===== src/rtl/ycr_pipe_mprf_np.sv =====
// Multi-port register file: NRD read ports, two write ports, optional
// registered read with write-first bypass, sequential clear after reset.
//
// Ports:
//   clk, rst_n        clock, async active-low reset
//   clr_req_i         restart the clear sequence (ignored while clearing)
//   mprf_ready_o      1 when the array is valid (RUN)
//   rd_addr_i/rd_data_o  packed read ports, port k at [k*AW +: AW]
//   w0_*/w1_*         write ports; port 1 wins on same address
//   wr_collision_o    one-cycle pulse after both ports wrote one address
//   wr_drop_o         sticky: a write was dropped during clear
//   dbg_*_o           raw contents of x1/x2/x3/x10, zero while clearing
module ycr_pipe_mprf_np #(
   parameter int XLEN       = 32,
   parameter int DEPTH      = 32,
   parameter int NRD        = 2,
   parameter int READ_STAGE = 1
) (
   input  logic                            clk,
   input  logic                            rst_n,
   input  logic                            clr_req_i,
   output logic                            mprf_ready_o,
   input  logic [NRD*$clog2(DEPTH)-1:0]    rd_addr_i,
   output logic [NRD*XLEN-1:0]             rd_data_o,
   input  logic                            w0_req_i,
   input  logic [$clog2(DEPTH)-1:0]        w0_addr_i,
   input  logic [XLEN-1:0]                 w0_data_i,
   input  logic                            w1_req_i,
   input  logic [$clog2(DEPTH)-1:0]        w1_addr_i,
   input  logic [XLEN-1:0]                 w1_data_i,
   output logic                            wr_collision_o,
   output logic                            wr_drop_o,
   output logic [XLEN-1:0]                 dbg_ra_o,
   output logic [XLEN-1:0]                 dbg_sp_o,
   output logic [XLEN-1:0]                 dbg_gp_o,
   output logic [XLEN-1:0]                 dbg_a0_o
);

   localparam int AW = $clog2(DEPTH);

   typedef enum logic {
      ST_CLEAR = 1'b0,
      ST_RUN   = 1'b1
   } state_t;

   state_t          state;
   state_t          state_nx;
   logic [AW-1:0]   clr_idx;
   logic [AW-1:0]   clr_idx_nx;
   logic [XLEN-1:0] mem [DEPTH];
   logic            run;
   logic            w0_eff;
   logic            w1_eff;

   // Entry 0 and addresses past the end of a non-power-of-2 array are dead.
   function automatic logic in_rng(input logic [AW-1:0] a);
      return (a != '0) && (int'(a) < DEPTH);
   endfunction

   assign run          = (state == ST_RUN);
   assign mprf_ready_o = run;
   assign w0_eff       = run && w0_req_i && in_rng(w0_addr_i);
   assign w1_eff       = run && w1_req_i && in_rng(w1_addr_i);

   always_comb begin
      state_nx   = state;
      clr_idx_nx = clr_idx;
      unique case (state)
         ST_CLEAR: begin
            clr_idx_nx = clr_idx + AW'(1);
            if (clr_idx == AW'(DEPTH - 1)) state_nx = ST_RUN;
         end
         ST_RUN: begin
            if (clr_req_i) begin
               state_nx   = ST_CLEAR;
               clr_idx_nx = AW'(1);
            end
         end
      endcase
   end

   always_ff @(posedge clk or negedge rst_n) begin
      if (!rst_n) begin
         state   <= ST_CLEAR;
         clr_idx <= AW'(1);
      end else begin
         state   <= state_nx;
         clr_idx <= clr_idx_nx;
      end
   end

   // No reset on the array itself; the clear sequence zeroes it.
   always_ff @(posedge clk) begin
      if (!run) begin
         mem[clr_idx] <= '0;
      end else begin
         if (w0_eff) mem[w0_addr_i] <= w0_data_i;
         if (w1_eff) mem[w1_addr_i] <= w1_data_i;
      end
   end

   always_ff @(posedge clk or negedge rst_n) begin
      if (!rst_n) begin
         wr_collision_o <= 1'b0;
         wr_drop_o      <= 1'b0;
      end else begin
         wr_collision_o <= w0_eff && w1_eff && (w0_addr_i == w1_addr_i);
         if (!run && (w0_req_i || w1_req_i)) wr_drop_o <= 1'b1;
         else if (run && clr_req_i)          wr_drop_o <= 1'b0;
      end
   end

   for (genvar k = 0; k < NRD; k++) begin : g_rd
      logic [AW-1:0]   ra;
      logic [XLEN-1:0] arr;
      assign ra  = rd_addr_i[k*AW +: AW];
      assign arr = (run && in_rng(ra)) ? mem[ra] : '0;
      if (READ_STAGE != 0) begin : g_reg
         logic [XLEN-1:0] q;
         // Write-first: a write landing on the sampled address this
         // cycle is forwarded, port 1 taking priority like the array.
         always_ff @(posedge clk or negedge rst_n) begin
            if (!rst_n)                             q <= '0;
            else if (w1_eff && (w1_addr_i == ra))   q <= w1_data_i;
            else if (w0_eff && (w0_addr_i == ra))   q <= w0_data_i;
            else                                    q <= arr;
         end
         assign rd_data_o[k*XLEN +: XLEN] = q;
      end else begin : g_comb
         assign rd_data_o[k*XLEN +: XLEN] = arr;
      end
   end

   assign dbg_ra_o = run ? mem[1] : '0;
   assign dbg_sp_o = run ? mem[2] : '0;
   assign dbg_gp_o = run ? mem[3] : '0;

   if (DEPTH > 10) begin : g_a0
      assign dbg_a0_o = run ? mem[10] : '0;
   end else begin : g_no_a0
      assign dbg_a0_o = '0;
   end

   a_w0_known : assert property (@(posedge clk) disable iff (!rst_n)
      (run && w0_req_i && (w0_addr_i != '0))
         |-> !$isunknown({w0_addr_i, w0_data_i}));

   a_w1_known : assert property (@(posedge clk) disable iff (!rst_n)
      (run && w1_req_i && (w1_addr_i != '0))
         |-> !$isunknown({w1_addr_i, w1_data_i}));

endmodule

===== config.mk =====
export PLATFORM = sky130hd
export DESIGN_NAME = ycr_pipe_mprf_np
export DESIGN_NICKNAME = d
export VERILOG_FILES = /design/src/rtl/ycr_pipe_mprf_np.sv
export SDC_FILE = /design/constraint.sdc
export NUM_CORES = 2
export LEC_CHECK = 0
export BUFFER_PORTS_ARGS = -buffer_cell sky130_fd_sc_hd__buf_4
export CAP_MARGIN = 20
export CORE_ASPECT_RATIO = 1.1
export CORE_MARGIN = 3
export CORE_UTILIZATION = 50
export DETAILED_ROUTE_END_ITERATION = 10
export PLACE_DENSITY = 0.69
export SLEW_MARGIN = 0
export SYNTH_ARGS = -nofsm -noshare
export SYNTH_HDL_FRONTEND = slang
export SYNTH_SLANG_ARGS = --single-unit

===== constraint.sdc =====
create_clock -name clk -period 6.5 [get_ports clk]
set_input_delay 1.3 -clock clk [delete_from_list [all_inputs] [get_ports clk]]
set_output_delay 1.3 -clock clk [all_outputs]
set_load 0.02 [all_outputs]

==> flow_summary.yaml <==
routing:
  drt-pass1-iter-count: 6
  wl_per_cell_um: 32.0
  dr_total_vias: 48700
  drc: 0
  antenna_left: 0
  initialDrtViolationCount: 8465
  vias_per_cell: 6.91
  wl_um: 226000
timing:
  tightestPinTransition_ns: 1.23
  fin_hold_ws_ns: 0.418
  fin_setup_tns_ns: 0
  slew_viol_final: 0
  clock_skew_ns: 0.0267
  rsz0062_at_grt: "no"
  timing.fmax_mhz: 235
  fin_crit_ns: 4.26
  hold_violations: 0
  min_period_over_period: 0.655
  setup_ws_ns: 2.24
  setup_violations: 0
  relSlewSlack: 0.183
worst_setup_path:
  worstPathRequired_ns: 6.92
  start_kind: "input port"
  criticalPathCategory: "input port to flop"
  r2r-start: "mprf_ready_o"
  critPathCaptureType: "flop"
  rrSetupSlack_ns: 2.31
  timing.rr.end: "mem[2][19]"
  arrival_ns: 4.68
  reg2reg_depth: 6
  crit_path_max_fanout: 36
clock_tree:
  cts_root_buf: "clkbuf_16"
  cts_buffers: 111
  post_cts_resized: 0
  cts.reportedPaths.clkPinSlew_ns: 0.06
  post_cts_buffers: 0
  clk_path_buf_depth: 3
  hold_buffers: 0
  h-tree-depth: 3
  cts_tree: "built"
  clock_sinks: 1096
  clk_latency_ns: 0.74
die:
  fp-row-count: 135
  die_h_um: 377
  fp.dieW_um: 344
  start_util: 0.506
  die_area_um2: 130000
  core_um2: 124000
  io_pins: 284
grt:
  grt_usage: 0.343
  grt_pass1_wl_um: 322000
  grt_max_degree: 115
  overflow: 0
  grt_pass1_vias: 46200
  antenna_found_initial: 15
yosys:
  synth_compound_area_frac: 0.135
  ys_types: 56
  syn_inst: 5451
  synthXorXnorAreaFrac: 0.00363
  syn_area_um2: 62700
  ys_ff_latch: 1096
  yosysSeqAreaShare: 0.519
  yosys.area_share.simple: 0.102
  synth.top_cell.area_share: 0.491
  synth_top_family_by_area: "multiplexers"
  synth_area_per_cell_um2: 11.5
  synth_top_cell_by_area: "edfxtp_1"
  synth_fa_ha_area_frac: 0.000399
  synthTopCellsByArea: "edfxtp_1 49%, mux4_2 16%, o21ai_0 8.3%"
  synth.mux.area_fraction: 0.190
  postSynth.asyncResetShare: 0.0657
  synth_edf_count: 1024
  synth_flop_cell: "edfxtp_1"
  synth_warnings: 0
  syn_nets: 5542
pwr:
  ir_worst_vdd_uv: 230
  p_per_area_nw_per_um2: 284
  finalPower_mw: 19.8
  p_leak_nw: 23.3
placement:
  dp_cells: 6831
  place_area_um2: 65800
  dp_slack_ns: 1.65
  place.gp.congestion: 0.936
  io_buffers: 283
  place_hpwl_um: 144000
final_layout:
  nNetsFinal: 5401
  areaGrowthSynthToFinish_pct: 11.4
  drive_above_1_share: 0.237
  fin_cells: 7057
  fillers: 9882
  utilization: 0.564
  final_area_um2: 69800
outcome:
  status: "complete, no violations"
run:
  cap_violations: 0
hold_path:
  min_path_type: "input port to asynchronous set/reset pin"
## cell usage after synthesis, types with 29 or more instances
library cell  number
buf_4             41
a211oi_1          29
edfxtp_1        1024
mux4_2           448
o31ai_1           32
clkbuf_1         424
mux2_2           131
a22oi_1           51
dfrtp_1           71
or3_1             32
a41oi_1           29
nand2_1         1133
o22ai_1          145
o21ai_0         1044
nor2b_1           54
inv_1             37
buf_2            173
a31oi_1           32
nor2_1            76
mux2i_1           33
and2_1           133
o211ai_1          32
a32oi_1           32
## logic make-up after synthesis
family / Yosys count
AOI/OAI and AO/OA: 1480
xor gates and xnor gates: 26
adders and majority gates: 2
buffers and inverters: 730
DFF: 1096
muxes: 612
and+or+nand+nor: 1505
## state kept, by name, summed over array words and instances (netlist names)
signal and count:
mprf_ready_o 1, wr_collision_o 1, g_rd.g_reg.q 64, wr_drop_o 1
mem 1024, clr_idx 5
## where the power goes
part	internal, mW	leakage (nW)	switching, mW
clock	3.78	1.82	2.88
combinational	1.44	10.9	2.53
sequential	8.72	10.6	0.478
## cells in the final DEF, fill, tap and decap left out, types with 33 or more instances in the layout
master     Yosys  routed
nand2_1     1133    1132
o21ai_0     1044    1044
edfxtp_1    1024    1024
mux4_2       448     448
buf_4         41     407
o22ai_1      145     133
mux2_2       131     131
and2_1       133     130
clkbuf_16      0     116
dfrtp_1       71      70
nor2_1        76      68
a22oi_1       51      51
nor2b_1       54      48
inv_1         37      37
mux2i_1       33      33
## cell type report
cell class / count / area, um^2 / share of cell area
diodes: 6 / 15.0 / 0.000215
well taps: 1644 / 2060 / 0.0295
inverters: 37 / 139 / 0.00199
multi-input cells: 3625 / 27600 / 0.395
clock buffers: 162 / 3220 / 0.0461
flip-flops and latches: 1096 / 32600 / 0.466
clock inverters: 48 / 497 / 0.00711
repair buffers: 439 / 3730 / 0.0535
## critical path, stage by stage
cell	delay (ns)
buf_4	0.17
or2_4	0.30
o41a_2	0.79
o21ai_0	0.43
nand2_1	0.30
o21bai_4	0.94
buf_4	0.42
## worst max-delay path by stage
stage	startpoint	endpoint	slack, ns
finish	w0_addr_i[2]	mem[4][14]	2.24
global route	mprf_ready_o	mem[2][19]	2.20
CTS	mprf_ready_o	mem[3][14]	2.37
detailed placement	w0_addr_i[2]	mem[29][3]	1.65
global placement	w0_addr_i[2]	mem[29][11]	1.66
floorplan	w0_addr_i[3]	mem[10][0]	1.78
## layer usage
layer	track usage	up-vias	part of all wire
met5	0	-	0.00017
met4	0.198	6	0.067
met3	0.100	811	0.15
met2	0.517	4192	0.45
met1	0.445	23600	0.34
li1	-	20100	-
(Power assumes the default switching activity.)
